### config.mk
export PLATFORM = sky130hd
export DESIGN_NAME = ex_muldiv_flat
export DESIGN_NICKNAME = d
export VERILOG_FILES = /design/src/rtl/ex_muldiv_if.sv /design/src/rtl/ex_muldiv.sv /design/src/flat_wrapper.sv
export SDC_FILE = /design/constraint.sdc
export NUM_CORES = 1
export LEC_CHECK = 0
export CAP_MARGIN = 5
export CORE_MARGIN = 1
export CORE_UTILIZATION = 50
export CTS_BUF_LIST = sky130_fd_sc_hd__clkbuf_16
export CTS_CLUSTER_DIAMETER = 60
export DETAILED_ROUTE_END_ITERATION = 6
export PLACE_DENSITY = 0.71
export SLEW_MARGIN = 20
export SYNTH_ARGS = -nofsm -noshare
export SYNTH_HDL_FRONTEND = slang
export SYNTH_SLANG_ARGS = --single-unit
### constraint.sdc
create_clock -name sys_clk -period 7.6 [get_ports sys_clk]
set_clock_uncertainty 0.2 [all_clocks]
set_input_delay 1.9 -clock sys_clk [delete_from_list [all_inputs] [get_ports sys_clk]]
set_output_delay 1.9 -clock sys_clk [all_outputs]
set_load 0.005 [all_outputs]
### src/rtl/ex_muldiv_if.sv
// ex_muldiv_if: EX-stage operand/instruction inputs and mul/div results for ex_muldiv
interface ex_muldiv_if;
  logic [31:0] ex_ins;
  logic [31:0] ex_reg1;
  logic [31:0] ex_reg2;
  logic        md_flush;
  logic        md_busy;
  logic        md_is_mf;
  logic [31:0] md_mf_result;
  logic [31:0] md_hi;
  logic [31:0] md_lo;
  modport master (
    output ex_ins, ex_reg1, ex_reg2, md_flush,
    input  md_busy, md_is_mf, md_mf_result, md_hi, md_lo
  );
  modport slave (
    input  ex_ins, ex_reg1, ex_reg2, md_flush,
    output md_busy, md_is_mf, md_mf_result, md_hi, md_lo
  );
endinterface

### src/rtl/ex_muldiv.sv
// ex_muldiv: iterative MULT/MULTU/DIV/DIVU unit with private HI/LO and MFHI/MFLO/MTHI/MTLO access
module ex_muldiv (
  input logic       sys_clk,
  input logic       rst_n,
  ex_muldiv_if.slave md
);
  typedef enum logic [1:0] {IDLE, BUSY, DONE} state_t;
  state_t      state, state_nx;
  logic [4:0]  cnt;
  logic [31:0] hi, lo, acc, sh, dvs, a_mag, b_mag, diff;
  logic [32:0] mul_add, t;
  logic [63:0] prod, prod_s;
  logic        r_type, is_md, is_dv, sgn, a_neg, b_neg, start, mt_hi, mt_lo, ge;
  logic        is_div, neg_q, neg_r, dz;
  assign r_type = md.ex_ins[31:26] == 6'd0;
  assign is_dv  = r_type && md.ex_ins[5:1] == 5'b01101;
  assign is_md  = is_dv || (r_type && md.ex_ins[5:1] == 5'b01100);
  assign sgn    = !md.ex_ins[0];
  assign a_neg  = sgn && md.ex_reg1[31];
  assign b_neg  = sgn && md.ex_reg2[31];
  assign a_mag  = a_neg ? -md.ex_reg1 : md.ex_reg1;
  assign b_mag  = b_neg ? -md.ex_reg2 : md.ex_reg2;
  assign start  = state == IDLE && is_md && !md.md_flush;
  assign mt_hi  = state == IDLE && !md.md_flush && r_type && md.ex_ins[5:0] == 6'h11;
  assign mt_lo  = state == IDLE && !md.md_flush && r_type && md.ex_ins[5:0] == 6'h13;
  // acc:sh is the shifting product for multiply and remainder:quotient for divide
  assign t       = {acc, sh[31]};
  assign ge      = t >= {1'b0, dvs};
  assign diff    = t[31:0] - dvs;
  assign mul_add = sh[0] ? {1'b0, acc} + {1'b0, dvs} : {1'b0, acc};
  assign prod    = {acc, sh};
  assign prod_s  = neg_q ? -prod : prod;
  assign md.md_is_mf     = r_type && (md.ex_ins[5:0] == 6'h10 || md.ex_ins[5:0] == 6'h12);
  assign md.md_mf_result = !r_type ? '0 : md.ex_ins[5:0] == 6'h10 ? hi : md.ex_ins[5:0] == 6'h12 ? lo : '0;
  assign md.md_hi = hi;
  assign md.md_lo = lo;
  // Next state and stall request; flush aborts and drops the stall in the same cycle
  always_comb begin
    state_nx = md.md_flush ? IDLE :
               state == IDLE ? (is_md ? BUSY : IDLE) :
               state == BUSY ? (cnt == 5'd0 ? DONE : BUSY) : IDLE;
    md.md_busy = !md.md_flush && ((state == IDLE && is_md) || state == BUSY);
  end
  // State register
  always_ff @(posedge sys_clk or negedge rst_n)
    if (!rst_n) state <= IDLE;
    else state <= state_nx;
  // Operand capture on start, then one radix-2 shift-add or restoring-subtract step per BUSY cycle
  always_ff @(posedge sys_clk or negedge rst_n)
    if (!rst_n) begin
      cnt    <= '0;
      acc    <= '0;
      sh     <= '0;
      dvs    <= '0;
      is_div <= 1'b0;
      neg_q  <= 1'b0;
      neg_r  <= 1'b0;
      dz     <= 1'b0;
    end else if (start) begin
      cnt    <= 5'd31;
      acc    <= '0;
      sh     <= a_mag;
      dvs    <= b_mag;
      is_div <= is_dv;
      neg_q  <= a_neg ^ b_neg;
      neg_r  <= a_neg;
      dz     <= md.ex_reg2 == 32'd0;
    end else if (state == BUSY) begin
      cnt <= cnt - 5'd1;
      acc <= is_div ? (ge ? diff : t[31:0]) : mul_add[32:1];
      sh  <= is_div ? {sh[30:0], ge} : {mul_add[0], sh[31:1]};
    end
  // HI/LO: sign-corrected result in DONE, MTHI/MTLO in IDLE, nothing while flushing
  always_ff @(posedge sys_clk or negedge rst_n)
    if (!rst_n) begin
      hi <= '0;
      lo <= '0;
    end else if (state == DONE && !md.md_flush) begin
      hi <= is_div ? (neg_r ? -acc : acc) : prod_s[63:32];
      lo <= is_div ? (dz ? '1 : neg_q ? -sh : sh) : prod_s[31:0];
    end else begin
      if (mt_hi) hi <= md.ex_reg1;
      if (mt_lo) lo <= md.ex_reg1;
    end
endmodule

### src/flat_wrapper.sv
// flat-port wrapper written by rule: the top's interface ports become plain ports
module ex_muldiv_flat 
  (sys_clk, rst_n, md_ex_ins, md_ex_reg1, md_ex_reg2, md_md_flush, md_md_busy, md_md_is_mf, md_md_mf_result, md_md_hi, md_md_lo);
  ex_muldiv_if md_i ();
  input logic sys_clk;
  input logic rst_n;
  input wire logic [$bits(md_i.ex_ins)-1:0] md_ex_ins;
  input wire logic [$bits(md_i.ex_reg1)-1:0] md_ex_reg1;
  input wire logic [$bits(md_i.ex_reg2)-1:0] md_ex_reg2;
  input wire logic [$bits(md_i.md_flush)-1:0] md_md_flush;
  output wire logic [$bits(md_i.md_busy)-1:0] md_md_busy;
  output wire logic [$bits(md_i.md_is_mf)-1:0] md_md_is_mf;
  output wire logic [$bits(md_i.md_mf_result)-1:0] md_md_mf_result;
  output wire logic [$bits(md_i.md_hi)-1:0] md_md_hi;
  output wire logic [$bits(md_i.md_lo)-1:0] md_md_lo;
  assign md_i.ex_ins = md_ex_ins;
  assign md_i.ex_reg1 = md_ex_reg1;
  assign md_i.ex_reg2 = md_ex_reg2;
  assign md_i.md_flush = md_md_flush;
  assign md_md_busy = md_i.md_busy;
  assign md_md_is_mf = md_i.md_is_mf;
  assign md_md_mf_result = md_i.md_mf_result;
  assign md_md_hi = md_i.md_hi;
  assign md_md_lo = md_i.md_lo;
  ex_muldiv u_core (.sys_clk(sys_clk), .rst_n(rst_n), .md(md_i));
endmodule
# Word level (Yosys, flattened, before mapping)
# Index checks and enable logic that the tools add are counted.
word_totals:
  reg_bits: 171
  in_bits: 99
  word_cells: 84
op_classes:
  addsub: 8
  n_lt_le_gt_ge: 1
  eq_ne: 8
  mux: 30
  n_bitwise: 1
  reduce_logical: 25
ops:
  columns: ["op", "count"]
  rows:
  - ["$mux 32", 21]
  - ["$neg 32->32", 4]
  - ["$mux 64", 1]
  - ["$neg 64->64", 1]
  - ["$add 32x32->33", 1]
  - ["$ge 33x32->1", 1]
  - ["$mux 33", 1]
  - ["$logic_not 32->1", 1]
  - ["$sub 32x32->32", 1]
  - ["$eq 6x5->1 const B", 4]
  - ["$logic_and 1x1->1", 13]
  - ["$eq 5x4->1 const B", 2]
  - ["$mux 5", 2]
  - ["$mux 2", 4]
  - ["$logic_not 6->1", 1]
  - ["$reduce_bool 2->1", 3]
  - ["$logic_not 5->1", 1]
  - ["$sub 5x1->5 const B", 1]
  - ["$logic_or 1x1->1", 3]
  - ["$eq 2x1->1 const B", 1]
  - ["$eq 2x2->1 const B", 1]
  - ["$logic_not 1->1", 2]
  - ["$logic_not 2->1", 1]
  - ["$mux 1", 1]
  - ["$xor 1x1->1", 1]

# Longest topological paths before layout
# Gate-level depths: netlist (run 1).
depth:
  ltp_word: 6
  mapped_depth: 14
  ltp_nobuf: 13

# Least setup slack after synthesis (run 1)
# Ideal clock, no wire load.
synth_timing:
  kind: "input to output"
  from: "input md_ex_ins[27]"
  to: "output md_md_busy"
  arrival_ns: 3.300
  required_time_ns: 5.500
  setup_slack_ns: 2.200
  stages: 8
  path_buffers: 2
  path_cell_list: "nor4_1 > nand3_1 > or4_1 > inv_1 > nand2_1 > clkbuf_1 > clkbuf_1 > o21ai_0"
synth_via:
  elab_chain_cells: 6
  word_cells_on_any_way: 7
  cone_classes: "reduce/logical: 7"
synth_rtl:
  columns: ["element", "line", "source"]
  rows:
  - ["start, declared", "flat_wrapper.sv:7", "input wire logic [$bits(md_i.ex_ins)-1:0] md_ex_ins;"]
  - ["$logic_not 6->1 (*)", "ex_muldiv.sv:15", "assign r_type = md.ex_ins[31:26] == 6'd0;"]
  - ["$logic_and 1x1->1 (on tied branches)", "ex_muldiv.sv:16, ex_muldiv.sv:17", null]
  - ["$logic_or 1x1->1 (*)", "ex_muldiv.sv:17", "assign is_md = is_dv || (r_type && md.ex_ins[5:1] == 5'b01100);"]
  - ["$logic_and 1x1->1 (*)", "ex_muldiv.sv:42", "md.md_busy = !md.md_flush && ((state == IDLE && is_md) || state == BUSY);"]
  - ["$logic_or 1x1->1 (*)", "ex_muldiv.sv:42", null]
  - ["$logic_and 1x1->1 (*)", "ex_muldiv.sv:42", null]
  - ["end, declared", "flat_wrapper.sv:11", "output wire logic [$bits(md_i.md_busy)-1:0] md_md_busy;"]
# Mark *: on every way between the ends. The rest lies on a longest branch, timed or not.

# Final worst setup path (run 1)
# Ends and elaborated chain as after synthesis.

==> results of run 1 <==
sequential cells by signal, indices dropped and copies added, names as in the netlist:
name             cells
u_core.dz            1
u_core.md.md_hi     32
u_core.cnt           5
u_core.md.md_lo     32
u_core.neg_r         1
u_core.state         2
u_core.sh           32
u_core.dvs          32
u_core.acc          32
u_core.is_div        1
u_core.neg_q         1
cell families after synthesis:
logic type                 synth area share [%]
and+or+nand+nor                           19.00
adders and majority gates                 6.007
buffers and inverters                     4.950
DFF                                       28.45
AOI/OAI and AO/OA                         23.15
xor gates and xnor gates                  10.31
muxes                                     8.129
cells in the final DEF, fill, tap and decap left out, types with 18 or more instances in the layout:
master,instances
a211oi_1,28
a21o_1,28
a21oi_1,141
a31oi_1,24
a32oi_1,29
buf_4,18
clkdlybuf4s50_1,174
dfrtp_1,170
ha_1,69
inv_1,63
mux2i_1,103
nand2_1,239
nand3_1,27
nor2_1,170
nor3_1,47
nor4_1,18
o211ai_1,25
o21ai_0,127
o31ai_1,25
xnor2_1,96
xor2_1,81
worst max-delay path: stages:
cell             delay [ns]
clkdlybuf4s50_1        0.40
nor4_1                 0.28
nand3_1                0.15
or4_1                  0.50
inv_1                  0.12
nand2_2                0.06
o21ai_0                0.07
clkdlybuf4s50_1        0.52
through the flow:
step | utilization, % | setup slack, ns | hold WS (ns)
floorplan | - | 2.200 | 0.2717
global placement | 57.22 | 1.550 | 0.3058
detailed placement | 57.22 | 1.489 | 0.3193
CTS | 59.16 | 1.482 | 0.3387
global route | 59.17 | 1.342 | 0.3715
finish | 59.17 | 1.506 | 0.3235
synth_stat cells, types with 29 or more instances:
master / n
xnor2_1: 96
a32oi_1: 29
a21oi_1: 142
o21ai_0: 127
nand2_1: 241
inv_1: 63
clkbuf_1: 90
nor2_1: 172
ha_1: 69
nor3_1: 47
mux2i_1: 103
xor2_1: 81
dfrtp_1: 171
power by group through the flow:
stage,Sequential [mW],Clock (mW),Combinational (mW)
2_1_floorplan,1.05,0,0.670
3_3_place_gp,1.11,0,0.882
3_5_place_dp,1.12,0,0.892
4_1_cts,1.10,0.883,0.900
5_1_grt,1.11,0.916,1.00
6_report,1.10,0.876,0.911
how the worst min path moves through the flow:
| stage | start | to | slack [ns] | depth (start not counted) |
|---|---|---|---|---|
| 5_1_grt | u_core.cnt[4] | u_core.cnt[4] | 0.37 | 2 |
| 6_report | u_core.dvs[26] | u_core.dvs[26] | 0.32 | 2 |
| 4_1_cts | u_core.dvs[26] | u_core.dvs[26] | 0.34 | 2 |
| 3_5_place_dp | u_core.dvs[26] | u_core.dvs[26] | 0.32 | 2 |
| 2_1_floorplan | u_core.dz | u_core.dz | 0.27 | 2 |
| 3_3_place_gp | u_core.dvs[26] | u_core.dvs[26] | 0.31 | 2 |
layout make-up:
class,count,area (um2),share of cell area [%]
Clock inverter,15,147.6,0.8418
Antenna cell,1,2.502,0.01427
Sequential cell,171,4280,24.41
Multi-Input combinational cell,1528,10060,57.37
Tap cell,390,488.0,2.782
Timing Repair Buffer,194,1893,10.79
Inverter,64,240.2,1.370
Clock buffer,17,425.4,2.426
routing by layer:
| metal | vias up | wire, um | track usage [%] |
|---|---|---|---|
| met3 | 92 | 2708 | 3.571 |
| met5 | - | 19 | 0 |
| met2 | 544 | 22720 | 52.48 |
| met4 | 2 | 1197 | 10.07 |
| li1 | 6982 | - | - |
| met1 | 7089 | 21060 | 41.64 |
==> key figures, run 1 <==
Run status
  – Status: completed

Drt
  – Routed vias/inst: around 6.2
  – Post-route DRC: 0
  – Antenna viol nets, final: 0
  – DRT iter0 DRCs: between 1,000 and 1,500
  – Final WL: about 48 mm
  – DR pass1 iterations: 6
  – Vias: about 15,000
  – DR WL/cell: about 20 um

Setup path
  – Worst-path fanout max: 2
  – Crit path to: md_md_busy
  – Worst Setup Start Kind: primary input
  – Worst R2R End: u_core.acc[26]
  – Reg-to-Reg Start: u_core.acc[2]
  – CP endpoint kind: output pin
  – Critical path startpoint: md_ex_ins[27]
  – Setup Crit Path Kind: in -> out
  – Setup slack, reg-to-reg: ~3.3 ns
  – Register-to-Register Path Depth: 11
  – Req. time, crit path: between 5 and 6 ns
  – Crit path arrival time: between 3 and 4 ns

Placement
  – HPWL Detailed: about 35 mm
  – IO buf count: 176
  – Placed cells: 2,347
  – Dpl cell area: roughly 17,000 um2
  – Final GP Congestion: 0.9644

Pwr
  – Net Sw Power: about 1.1 mW
  – Leakage power figure: 7.247 nW
  – Sequential share of power: 38.2%
  – Sw Ratio: between 30% and 40%
  – Comb power frac: about a third
  – PwrDens: 164.9 nW/um2
  – Clk network pwr share: a little under a third
  – Total power: about 2.9 mW
  – Pint: roughly 1.8 mW
  – Worst vdd ir: 0.1405 mV

Clock network
  – Post-CTS Resized: 0
  – Setup Fix Bufs, Post-CTS: 0
  – Clock Latency Late Sink: between 0.4 and 0.5 ns
  – CTS tree: yes
  – Root buf cell: clkbuf_16
  – Total CTS buffers: 17
  – CTS max path bufs: 2
  – Worst-path clk slew: about 0.07 ns
  – Sink Count: about 170
  – Cts-stage hold buffer count: 0
  – H-tree Lvls: 4

Synth
  – Sequential share of the synthesized area: between 20% and 30%
  – Syn Nets: approximately 2,000
  – Area contributors post-synth: dfrtp_1 (28%), mux2i_1 (6.9%), nand2_1 (6.0%)
  – Avg Inst Size Synth: 8.003 um2
  – Yosys Warn Count: 0
  – Area leader, netlist: dfrtp_1
  – Synth Register Bits: 171
  – Post-synth ARST share: 100.0%
  – Top_reg_cell synth: dfrtp_1
  – EDFF count, synth: 0
  – Synthesized area: approximately 15,000 um2
  – Synth top area share: around 28%
  – Cells after synthesis: 1,879
  – Netlist cell types: 75

Layout
  – Syn-to-layout area delta: 16.62%
  – Share of cells above drive strength 1: 5.279%
  – Layout Cells excl Fill: approximately 2,400
  – Fillcell total: 2,818
  – Finished Cell Area: between 15,000 and 20,000 um2
  – Final nets: approximately 2,100

Job
  – Max_cap viols: 0

Floorplan
  – Die H: around 180 um
  – Initial Util: roughly half
  – Row Count: 63
  – Total die area: 30,770 um2
  – Io pins: slightly below 200
  – Die W: roughly 180 um
  – Core area: approximately 30,000 um2

Timing
  – Sum Neg Setup Slack: 0 ns
  – Max-slew violations: 0
  – Worst Tran Pin Value: about 1.1 ns
  – Fmax: around 0.16 GHz
  – Hold Fails Final Rpt: 0
  – Fin crit period: approximately 6.1 ns
  – Final worst-path cycle share: around four fifths
  – Final setup viols: 0
  – Unrepaired setup endpoints after global routing: false
  – Relative slew slack: 28.32%

Global routing
  – Global-route wire length before repair: about 76 mm
  – Initial antenna violation count: 2
  – GRT Overall Usage: 31.16%
  – Largest net degree at the start of global routing: ~100
  – Via count of the first global-routing pass: around 14,000
  – GRT overflow: 0

Worst hold path
  – Hold Crit Class: reg -> reg
No activity file was read; power rests on OpenSTA's default activity.
==> run 2: changes to the inputs <==
PLACE_DENSITY = 0.74   (was 0.71)
clock period = 5.6 ns   (was 7.6 ns; I/O delays follow)
==> key figures, run 2 (synthesized netlist as in run 1, its figures left out) <==
Drt
  – Vias: ~15,000
  – DR pass1 iterations: 5
  – Post-route DRC: 0
  – DR WL/cell: 19.95 um
  – Routed vias/inst: a little over 6
  – DRT iter0 DRCs: between 1,000 and 1,500
  – Final WL: roughly 48 mm
  – Antenna viol nets, final: 0

Timing
  – Sum Neg Setup Slack: 0 ns
  – Hold Fails Final Rpt: 0
  – Final worst-path cycle share: about nine tenths
  – Relative slew slack: just over 40%
  – Final setup viols: 0
  – Max-slew violations: 0
  – Unrepaired setup endpoints after global routing: false
  – Fin crit period: slightly above 5 ns
  – Worst Tran Pin Value: 0.8906 ns
  – Fmax: around 0.20 GHz

Pwr
  – Total power: 3.924 mW
  – PwrDens: between 200 and 250 nW/um2
  – Leakage power figure: ~7.3 nW
  – Worst vdd ir: roughly 0.19 mV

Global routing
  – Via count of the first global-routing pass: around 14,000
  – Global-route wire length before repair: ~76 mm
  – GRT overflow: 0
  – GRT Overall Usage: 31.27%
  – Initial antenna violation count: 1
  – Largest net degree at the start of global routing: 91
  – GR Util met3: just under 4%
  – GR Util met1: 40.93%
  – Met2 Usage GRT: between 50% and 60%
  – Gr busiest metal: met2

Clock network
  – Cts-stage hold buffer count: 0
  – Post-CTS Resized: 0
  – Root buf cell: clkbuf_16
  – Worst-path clk slew: 0.07 ns
  – Clock Latency Late Sink: between 0.4 and 0.5 ns
  – Sink Count: approximately 170
  – CTS tree: yes
  – Total CTS buffers: 17
  – CTS max path bufs: 2
  – Setup Fix Bufs, Post-CTS: 0
  – H-tree Lvls: 4

Floorplan
  – Core area: between 20,000 and 30,000 um2
  – Total die area: 30,770 um2
  – Die H: 175.4 um
  – Row Count: 63
  – Initial Util: 50.74%
  – Io pins: slightly below 200
  – Die W: 175.4 um

Setup path
  – Setup Crit Path Kind: in -> out
  – CP endpoint kind: output pin
  – Worst-path fanout max: 33
  – Crit path arrival time: about 3.5 ns
  – Req. time, crit path: around 4.0 ns
  – Worst Setup Start Kind: primary input

Job
  – Max_cap viols: 0

Placement
  – Placed cells: ~2,400
  – HPWL Detailed: 35.38 mm
  – IO buf count: between 150 and 200
  – Final GP Congestion: ~0.97

Layout
  – Fillcell total: between 2,000 and 3,000
  – Syn-to-layout area delta: 17.11%
  – Most frequent cells in the layout: nand2_1 (239), clkdlybuf4s50_1 (174), nor2_1 (170), dfrtp_1 (170), a21oi_1 (141)
  – Layout Cells excl Fill: about 2,400
  – Final nets: around 2,200
  – Most common cell after layout, fill and taps aside: nand2_1
  – Share of cells above drive strength 1: approximately 5.8%

Run status
  – Status: completed

Worst hold path
  – Hold Crit Class: reg -> reg
-- run 2: final timing paths --
kind	from	to	slack (ns)	cells past startpoint
hold reg to reg	u_core.dvs[25]	u_core.dvs[25]	0.33	2
min in group asynchronous	rst_n	u_core.md.md_lo[5]	0.77	1
hold / removal	u_core.dvs[25]	u_core.dvs[25]	0.33	2
setup / recovery	md_ex_ins[27]	md_md_mf_result[26]	0.49	7
max in group asynchronous	rst_n	u_core.acc[24]	3.46	2
setup reg to reg	u_core.acc[0]	u_core.acc[29]	1.41	12
-- run 2: per-stage QoR --
step | util (%) | hold slack [ns] | setup WS, ns | instance area, um2
6_report | 59.42 | 0.3327 | 0.4864 | 17610
5_1_grt | 59.41 | 0.3772 | 0.3227 | 17610
4_1_cts | 59.41 | 0.3394 | 0.4797 | 17610
3_5_place_dp | 57.46 | 0.3188 | 0.4851 | 17030
3_3_place_gp | 57.46 | 0.3067 | 0.5590 | 17030
2_1_floorplan | - | 0.2717 | 1.200 | 15040
-- run 2: layout make-up --
| type | instances | area (um2) | area share [%] |
|---|---|---|---|
| sequential | 171 | 4280 | 24.30 |
| clock inverter | 15 | 151.4 | 0.8596 |
| antenna | 1 | 2.502 | 0.01421 |
| multi-input combinational | 1528 | 10050 | 57.07 |
| inverter | 64 | 240.2 | 1.364 |
| tap | 390 | 488.0 | 2.771 |
| timing repair buffer | 203 | 1973 | 11.20 |
| clock buffer | 17 | 425.4 | 2.415 |
-- run 2: report_power, final --
| group | internal [mW] | switching [mW] | total (mW) |
|---|---|---|---|
| Sequential | 1.31 | 0.191 | 1.50 |
| Combinational | 0.537 | 0.706 | 1.24 |
| Clock | 0.595 | 0.587 | 1.18 |
-- run 2: layer usage --
layer	share of wire, %	vias to the layer above
li1	-	7015
met2	47	618
met5	0	-
met4	3.2	0
met3	6.2	101
met1	43	7083
-- run 2: worst max-delay path, cell delays in order --
cell,delay [ns]
clkdlybuf4s50_1,0.40
nor4_1,0.31
nand3_1,0.14
or3_1,0.32
buf_4,0.24
nor2_1,0.15
clkdlybuf4s50_1,0.52
